$ cat src/rtl/led_alert_ctrl.sv
// led_alert_ctrl: glitch-qualified LED alert that blinks for a bounded time, then latches a steady alarm until acknowledged.
module led_alert_ctrl #(
  parameter int QUAL_CYCLES  = 4,
  parameter int BLINK_HALF   = 8,
  parameter int ALARM_BLINKS = 4,
  parameter int CNT_W        = 8
) (
  input  logic       clk,
  input  logic       rst_n,
  input  logic       led_req,
  input  logic       ack,
  output logic       led_out,
  output logic       alarm,
  output logic       busy,
  output logic [1:0] state_o
);
  typedef enum logic [1:0] {IDLE = 2'd0, QUAL = 2'd1, BLINK = 2'd2, ALARM = 2'd3} state_t;
  localparam logic [CNT_W-1:0] QUAL_LAST  = CNT_W'(QUAL_CYCLES - 1);
  localparam logic [CNT_W-1:0] PHASE_LAST = CNT_W'(BLINK_HALF - 1);
  localparam logic [CNT_W-1:0] BLINK_LAST = CNT_W'(ALARM_BLINKS - 1);
  state_t           state_q, state_d;
  logic [CNT_W-1:0] qual_q, qual_d, phase_q, phase_d, blink_q, blink_d;
  logic             led_q, led_d;
  always_ff @(posedge clk or negedge rst_n) begin
    if (!rst_n) begin
      state_q <= IDLE;
      qual_q  <= '0;
      phase_q <= '0;
      blink_q <= '0;
      led_q   <= 1'b0;
    end else begin
      state_q <= state_d;
      qual_q  <= qual_d;
      phase_q <= phase_d;
      blink_q <= blink_d;
      led_q   <= led_d;
    end
  end
  always_comb begin
    state_d = state_q;
    qual_d  = qual_q;
    phase_d = phase_q;
    blink_d = blink_q;
    led_d   = led_q;
    case (state_q)
      IDLE: begin
        led_d   = 1'b0;
        qual_d  = led_req ? CNT_W'(1) : '0;
        phase_d = '0;
        blink_d = '0;
        state_d = led_req ? QUAL : IDLE;
      end
      QUAL: begin
        led_d = 1'b0;
        if (!led_req) begin
          state_d = IDLE;
          qual_d  = '0;
        end else if (qual_q == QUAL_LAST) begin
          state_d = BLINK;
          qual_d  = '0;
          phase_d = '0;
          blink_d = '0;
          led_d   = 1'b1;
        end else begin
          qual_d = qual_q + 1'b1;
        end
      end
      BLINK: begin
        // Abort takes priority over any toggle or escalation on the same edge
        if (!led_req || ack) begin
          state_d = IDLE;
          led_d   = 1'b0;
          phase_d = '0;
          blink_d = '0;
        end else if (phase_q == PHASE_LAST) begin
          phase_d = '0;
          if (!led_q) begin
            led_d = 1'b1;
          end else if (blink_q == BLINK_LAST) begin
            state_d = ALARM;
            blink_d = '0;
          end else begin
            led_d   = 1'b0;
            blink_d = blink_q + 1'b1;
          end
        end else begin
          phase_d = phase_q + 1'b1;
        end
      end
      ALARM: begin
        led_d   = !(ack && !led_req);
        state_d = (ack && !led_req) ? IDLE : ALARM;
        phase_d = '0;
        blink_d = '0;
      end
      default: begin
        state_d = IDLE;
        qual_d  = '0;
        phase_d = '0;
        blink_d = '0;
        led_d   = 1'b0;
      end
    endcase
  end
  assign led_out = led_q;
  assign alarm   = (state_q == ALARM);
  assign busy    = (state_q != IDLE);
  assign state_o = state_q;
endmodule

$ cat config.mk
export PLATFORM = sky130hd
export DESIGN_NAME = led_alert_ctrl
export DESIGN_NICKNAME = d
export VERILOG_FILES = /design/src/rtl/led_alert_ctrl.sv
export SDC_FILE = /design/constraint.sdc
export NUM_CORES = 1
export LEC_CHECK = 0
export ABC_AREA = 1
export BUFFER_PORTS_ARGS = -buffer_cell sky130_fd_sc_hd__buf_2
export CAP_MARGIN = 25
export CORE_MARGIN = 10
export CORE_UTILIZATION = 63
export CTS_BUF_LIST = sky130_fd_sc_hd__clkbuf_4
export CTS_CLUSTER_DIAMETER = 200
export DETAILED_ROUTE_END_ITERATION = 12
export GPL_TIMING_DRIVEN = 0
export HOLD_SLACK_MARGIN = 0.06
export PLACE_DENSITY = 0.82
export SLEW_MARGIN = 15
export SYNTH_ARGS = -nofsm -noshare
export SYNTH_HDL_FRONTEND = slang
export SYNTH_SLANG_ARGS = --single-unit
$ cat constraint.sdc
create_clock -name clk -period 1.7 [get_ports clk]
set_clock_uncertainty 0.15 [all_clocks]
set_input_delay 0.34 -clock clk [delete_from_list [all_inputs] [get_ports clk]]
set_output_delay 0.34 -clock clk [all_outputs]
set_load 0.03 [all_outputs]
# == Yosys cells after proc, flatten, opt, wreduce, memory -nomap -nowiden ==
# Cells that the tools add are included.
# word_totals
ff_bits,27
output_inout_bits,5
word_cells,61
# classes
n_addsub,3
n_mux,30
reduce_logical,11
eq_ne,12
# ops
operator,count
$mux 8,10
$pmux 8 s3,2
$add 8x1->8 const B,3
$eq 8x2->1 const B,2
$pmux 8 s2,1
$mux 2,7
$ne 3x3->1 const B,4
$eq 8x3->1 const B,1
$mux 1,8
$pmux 2 s4,1
$reduce_and 4->1,2
$eq 2x2->1 const B,2
$ne 2x2->1 const B,2
$pmux 1 s4,1
$reduce_bool 2->1,2
$eq 2x1->1 const B,1
$logic_not 1->1,2
$logic_not 2->1,1
$reduce_and 2->1,1
$reduce_or 2->1,1
$logic_and 1x1->1,1
$logic_or 1x1->1,1

# == Depth between registers and ports, before layout ==
# Gate-level depths: netlist of the first run.
# logic_depth
ltp_word,6
depth_mapped,9
mapped_depth_nobuf,9

# == Least setup slack after synthesis of the first run ==
# OpenSTA, ideal clock, no wires.
# synth_timing
kind,register to register
from,register state_q[1] (netlist: state_o[1])
to,register led_q (netlist: led_out)
slack_ps,127
path_buffers,1
setup_ps,65
synth_period_minus_slack_ps,1573
stages_incl_launch_ff,10
arrival_ps,1358
cell_sequence,dfrtp_1 buf_6 nand2_1 inv_1 nand2_1 nand2_1 nand2_1 nand2_1 nand2_1 nand2_1
# synth_via
elab_chain_len,2
word_cells_on_any_way,6
classes_between,eq/ne (4); mux (1); reduce/logical (1)
# synth_rtl
element,line,source
start: declaration,21,"state_t state_q, state_d;"
start signal: assignment,32,state_q <= state_d;
$eq 2x2->1,-,
net alarm,13,"output logic alarm,"
$pmux 1 s4,45,case (state_q)
end signal: assignment,36,led_q <= led_d;
end: declaration,23,"logic led_q, led_d;"
# The timed path passes the listed nets, and every way through them passes these cells.
# A chain may end at the register's enable or synchronous reset.

# == Final worst setup path of the first run ==
# layout_timing
from,register state_q[1] (netlist: state_o[1])
to,output busy
# layout_via
elab_chain_len,1
# layout_rtl
element,line,source
$reduce_bool 2->1,107,assign busy = (state_q != IDLE);
end: declaration,14,"output logic busy,"
# Every way passes these cells.

==> metrics, run 1 <==
run status=complete, no violations; total iterations of the first detailed-routing run=4; Post-synth top cells=86 x nand2_1, 31 x nor2_1, 28 x nand3_1; Sw Share=43.59%; FF-to-FF setup slack=0.10 ns; syn_area_per_cell=7.032 sq um; initial DRC count=80; TritonCTS clock tree=done; Total Power=2.054 mW; Root Driver=clkbuf_4; GRT Overall Usage=14.39%; first-pass GRT wire length=6.375 mm; Layout Nets=278; worst-path cell chain=buf_6, clkinvlp_4, nand2_2, buf_6; via count=1595; Crit Path Class=reg -> out; Port Buffers=8; combinational power share=49.2%; gpl congestion=0.8300; Clk Latency, worst-skew pair=0.32 ns; Starting Density=64.87%; setup violators final=0; Reg power frac=36.5%; PwrDens=1041 mW/mm^2; CTS buffer count=3; MaxCap Viol Count=0; grt ovf=0; minimum clock period=1.639 ns; Placement Cell Area=0.001837 sq mm; CTS sink cnt=27; die width=72.83 um; Critical Path Sink Type=output port; die area=0.005303 sq mm; row count=19; vias in the first global route=1492; clk buf depth=2; count leader, synth=nand2_1; leading area contributor after synthesis=dfrtp_1; most used cell, CP=buf_6; Net Count, Synth=257; fmax=610.1 MHz; FFs w/ async S/R, synth=100.0%; largest net degree at the start of global routing=28; ys flop type=dfrtp_1; Fin Hold WS=0.2443 ns; antenna violations before repair=0; fin. max-slew vios=0; post-DR wirelength/cell=12.11 um; register area=675.6 sq um; TNS Setup=0 ns; headroom to the max-slew limit=58.41%; antenna cells=0; share of the synthesized area in the top cell type=38.43%; EDFF count, synth=0; critical path arrival=1.15 ns; fillers=223; sw power=895.4 uW; Worst-Margin Slew=0.6238 ns; post-route ant nets=0; Hold/Removal Path Class=in -> reg; fin crit share=96.42%; maximum vdd drop=1.052 mV; critical path peak fanout=6; Mapped Area=0.001758 sq mm; Slowest cell on crit path=dfrtp_1; CP Launch Type=flop; slowest cell delay on critical path=0.38 ns; DR DRC count=0; post-route cell area=0.001973 sq mm; Clock transition at path regs=0.15 ns; #FFs+latches synth=27; die height=72.83 um; Vias per Instance=5.299; multi-input logic area=965.9 sq um; post-synthesis sequential area ratio=38.43%; number of distinct library cells after synthesis=26; proportion of layout cells with a drive suffix above 1=18.52%; Core Footprint=0.002710 sq mm; Ys Warns=0; Gate Count Post-Synth=250; internal power=1.159 mW; Final Hold Vio Count=0; Area contributors post-synth=dfrtp_1 38%, nand2_1 18%, nand3_1 8.0%; IO Pins=9; H-tree levels=1; DP Wirelength=2.550 mm; leakage=0.9824 nW; Syn-to-layout area delta=12.24%; Clk network pwr share=14.3%; required arrival time at the worst endpoint=1.21 ns; Routed WL=3.644 mm
==> cells in the final DEF (no fill, tap or decap), types with 2 or more instances in the layout <==
cell / count
o22ai_1: 3
o21ai_0: 7
clkbuf_4: 4
ha_2: 3
nand2_1: 84
o21bai_1: 3
nor2_1: 30
inv_1: 19
inv_2: 10
nand2_4: 3
nor3_1: 2
nor2_4: 2
dfrtp_1: 27
buf_4: 7
nand2_2: 5
buf_6: 3
nand3_1: 28
nor2_2: 2
nand4_1: 6
xor2_1: 6
buf_2: 6
==> area by class of cell <==
type / instances / area share (%)
Multi-Input combinational cell: 191 / 48.95
Sequential cell: 27 / 34.24
Timing Repair Buffer: 16 / 6.468
Inverter: 30 / 5.897
Tap cell: 31 / 1.966
Clock buffer: 4 / 1.522
Buffer: 2 / 0.9512
==> kinds of logic (layout without fill, tap and decap cells) <==
logic type / count (synthesis) / after routing / synth area share, %
and+or+nand+nor: 164 / 164 / 41.99
buffers and inverters: 32 / 52 / 7.474
AOI/OAI and AO/OA: 17 / 17 / 6.477
DFF: 27 / 27 / 38.43
xor gates and xnor gates: 7 / 7 / 3.488
adders and majority gates: 3 / 3 / 2.135
==> metal layers <==
| layer | global-route usage [%] | up-vias | wire length (um) |
|---|---|---|---|
| li1 | - | 837 | - |
| met1 | 19.71 | 714 | 1740 |
| met2 | 23.03 | 42 | 1684 |
| met3 | 2.585 | 2 | 205 |
| met4 | 2.954 | 0 | 14 |
| met5 | 0 | - | 0 |
==> worst paths after layout <==
| check | start | to | depth (start not counted) |
|---|---|---|---|
| worst max register to register | qual_q[0]$_DFFE_PN0P_ | blink_q[6]$_DFFE_PN0P_ | 9 |
| worst min register to register | blink_q[7]$_DFFE_PN0P_ | blink_q[7]$_DFFE_PN0P_ | 2 |
| min in group asynchronous | rst_n | qual_q[5]$_DFFE_PN0P_ | 2 |
| worst min-delay path | led_req | led_out$_DFFE_PN0P_ | 5 |
| max in group asynchronous | rst_n | qual_q[0]$_DFFE_PN0P_ | 2 |
| worst max-delay path | state_o[1]$_DFFE_PN0P_ | busy | 4 |
==> state kept, by name, summed over array words and instances, names as in the netlist <==
name	flops
led_out	1
state_o	2
phase_q	8
blink_q	8
qual_q	8
==> timing repair <==
action	4_1_cts	5_1_grt
endpoints found under the hold margin	27	0
gates resized for setup	4	8
setup buffers	1	6
pin swaps	0	1
setup endpoints to repair	2	12
hold buffers	1	0
==> critical path: cells and delay by family (launching register included) <==
| family | cells | cell delay, ns |
|---|---|---|
| flops | 1 | 0.38 |
| simple gates | 1 | 0.08 |
| buf+inv | 3 | 0.38 |
==> power groups by stage <==
| stage | Combinational (mW) | Sequential [mW] | Clock, mW |
|---|---|---|---|
| floorplan | 0.572 | 0.812 | 0 |
| global route | 1.11 | 0.755 | 0.328 |
| global placement | 0.836 | 0.764 | 0 |
| CTS | 0.883 | 0.752 | 0.307 |
| finish | 1.01 | 0.750 | 0.294 |
| detailed placement | 0.835 | 0.766 | 0 |
==> through the flow <==
step	std cells	setup WS, ns	utilization, %
after floorplan	250	0.1269	-
after global placement	289	0.07015	67.77
after detailed placement	289	0.03264	67.77
after CTS	295	0.005811	69.99
after global routing	301	-0.004730	72.81
final	301	0.06089	72.81
Note: power is estimated with default switching activity, not from simulation.
==> run 2, diff against run 1 <==
--- a/config.mk
+++ b/config.mk
@@ -8,14 +8,14 @@
 export ABC_AREA = 1
 export BUFFER_PORTS_ARGS = -buffer_cell sky130_fd_sc_hd__buf_2
 export CAP_MARGIN = 25
-export CORE_MARGIN = 10
+export CORE_MARGIN = 3
 export CORE_UTILIZATION = 63
 export CTS_BUF_LIST = sky130_fd_sc_hd__clkbuf_4
 export CTS_CLUSTER_DIAMETER = 200
 export DETAILED_ROUTE_END_ITERATION = 12
 export GPL_TIMING_DRIVEN = 0
 export HOLD_SLACK_MARGIN = 0.06
-export PLACE_DENSITY = 0.82
+export PLACE_DENSITY = 0.91
 export SLEW_MARGIN = 15
 export SYNTH_ARGS = -nofsm -noshare
 export SYNTH_HDL_FRONTEND = slang
==> run 2 against run 1 <==
Final cell count fell by 1.3%. Highest routed layer unchanged. Critical endpoint unchanged. Maximum frequency fell by 1.9%. Wire length rose by 7.5%. Sequential power rose by 2%. First-iteration DRC count rose by 75%.
==> metrics, run 2 (synthesis results as in run 1) <==
antenna cells=0; CP Launch Type=flop; Syn-to-layout area delta=10.96%; antenna violations before repair=0; run status=complete, no violations; Core Footprint=0.002567 sq mm; minimum clock period=1.672 ns; CTS sink cnt=27; Crit Path Class=reg -> out; FF-to-FF setup slack=0.05 ns; Hold/Removal Path Class=in -> reg; die area=0.003460 sq mm; row count=18; MaxCap Viol Count=0; fin crit share=98.33%; CP Capture Point=busy; DP Wirelength=2.594 mm; H-tree levels=1; CTS buffer count=3; worst r2r path cells=9; headroom to the max-slew limit=59.24%; fillers=197; fmax=598.2 MHz; IO Pins=9; largest net degree at the start of global routing=28; crit path from=state_o[1]$_DFFE_PN0P_; Post-Route Utilization=75.97%; post-route setup slack=0.02841 ns; grt ovf=0; Worst-Margin Slew=0.6113 ns; Top delay family on crit path=flip-flops; most frequent cells in the layout=84 x nand2_1, 30 x nor2_1, 28 x nand3_1; initial DRC count=140; Final Hold Vio Count=0; Port Buffers=8; RR Startpoint=qual_q[0]$_DFFE_PN0P_; critical path peak fanout=7; PwrDens=1047 mW/mm^2; Placement Cell Area=0.001836 sq mm; WP depth=4; required arrival time at the worst endpoint=1.21 ns; Routed WL=3.918 mm; die width=58.83 um; most common cell after layout, fill and taps aside=nand2_1; unrepaired setup endpoints after global routing=true; proportion of layout cells with a drive suffix above 1=17.60%; post-DR wirelength/cell=13.19 um; fin. max-slew vios=0; leakage=0.9664 nW; Buf/Inv on CP=3; via count=1668; slowest cell delay on critical path=0.39 ns; most used cell, CP=buf_6; Place WS=0.03107 ns; Starting Density=68.47%; gpl congestion=0.8617; Slowest cell on crit path=dfrtp_1; critical path arrival=1.18 ns; maximum vdd drop=0.9112 mV; Clk Latency, worst-skew pair=0.33 ns; die height=58.83 um; Clock transition at path regs=0.15 ns; Layout Nets=275; Critical Path Sink Type=output port; Root Driver=clkbuf_4; vias in the first global route=1497; clk buf depth=2; GRT Overall Usage=23.40%; post-route ant nets=0; TritonCTS clock tree=done; total iterations of the first detailed-routing run=4; biggest regs=blink_q (8), phase_q (8), qual_q (8); worst-path cell chain=buf_6, clkinvlp_4, nand2_2, buf_6; post-route cell area=0.001951 sq mm; first-pass GRT wire length=6.272 mm; setup violators final=0; Fin Hold WS=0.2191 ns; DR DRC count=0; Vias per Instance=5.616; FF-to-FF End=blink_q[0]$_DFFE_PN0P_
-- run 2: cell count changes in the layout (fill, tap and decap cells not counted), sizes merged --
cell / delta
buf: -3
-- run 2: cell type report --
cell class	instances	area [sq um]	share of cell area (%)
well taps	30	37.54	1.924
flip-flops and latches	27	676.9	34.70
repair buffers	13	92.59	4.747
plain buffers	2	18.77	0.9622
clock buffers	4	30.03	1.539
multi-input cells	191	978.4	50.16
inverters	30	116.4	5.965
-- run 2: power breakdown --
| group | switching (mW) | internal, mW |
|---|---|---|
| Sequential | 0.0651 | 0.699 |
| Clock | 0.197 | 0.108 |
| Combinational | 0.654 | 0.320 |
| Total | 0.915 | 1.13 |
-- run 2: worst reg2reg max path, stage by stage (launching register included) --
cell and delay [ns]:
dfrtp_1 0.47, ha_4 0.18, nand2_1 0.07, nor2_1 0.11, nand2_1 0.12, nand2_1 0.12
nand2_4 0.09, nor2_8 0.14, nand2_1 0.07, nand2_1 0.07
-- run 2: repair_timing --
action | CTS | global route
hold buffers | 1 | 0
endpoints found under the hold margin | 27 | 0
setup endpoints to repair | 2 | 14
resized for setup | 4 | 10
setup buffers | 1 | 3
pin swaps | 0 | 2
-- run 2: per-layer routing --
layer | part of all wire [%] | vias to the layer above | global-route usage [%]
met1 | 43 | 771 | 29.62
li1 | - | 824 | -
met2 | 48 | 64 | 40.22
met3 | 6.6 | 9 | 3.509
met4 | 1.9 | 0 | 8.738
met5 | 0 | - | 0
-- run 2: worst min-delay path by stage --
stage / endpoint / from / cells past startpoint / slack, ns
detailed placement: phase_q[0]$_DFFE_PN0P_ / rst_n / 1 / 0.23
CTS: qual_q[0]$_DFFE_PN0P_ / led_req / 3 / 0.21
global route: qual_q[0]$_DFFE_PN0P_ / led_req / 3 / 0.24
floorplan: blink_q[0]$_DFFE_PN0P_ / rst_n / 0 / -0.11
global placement: phase_q[1]$_DFFE_PN0P_ / rst_n / 1 / 0.23
finish: led_out$_DFFE_PN0P_ / led_req / 5 / 0.22
-- run 2: metrics by stage --
stage          setup TNS (ns)  power, mW  cells
6_report                    0      2.043    297
5_1_grt               -0.1881      2.169    297
4_1_cts                     0      1.941    294
3_5_place_dp                0      1.585    288
3_3_place_gp                0      1.575    288
2_1_floorplan               0      1.384    250
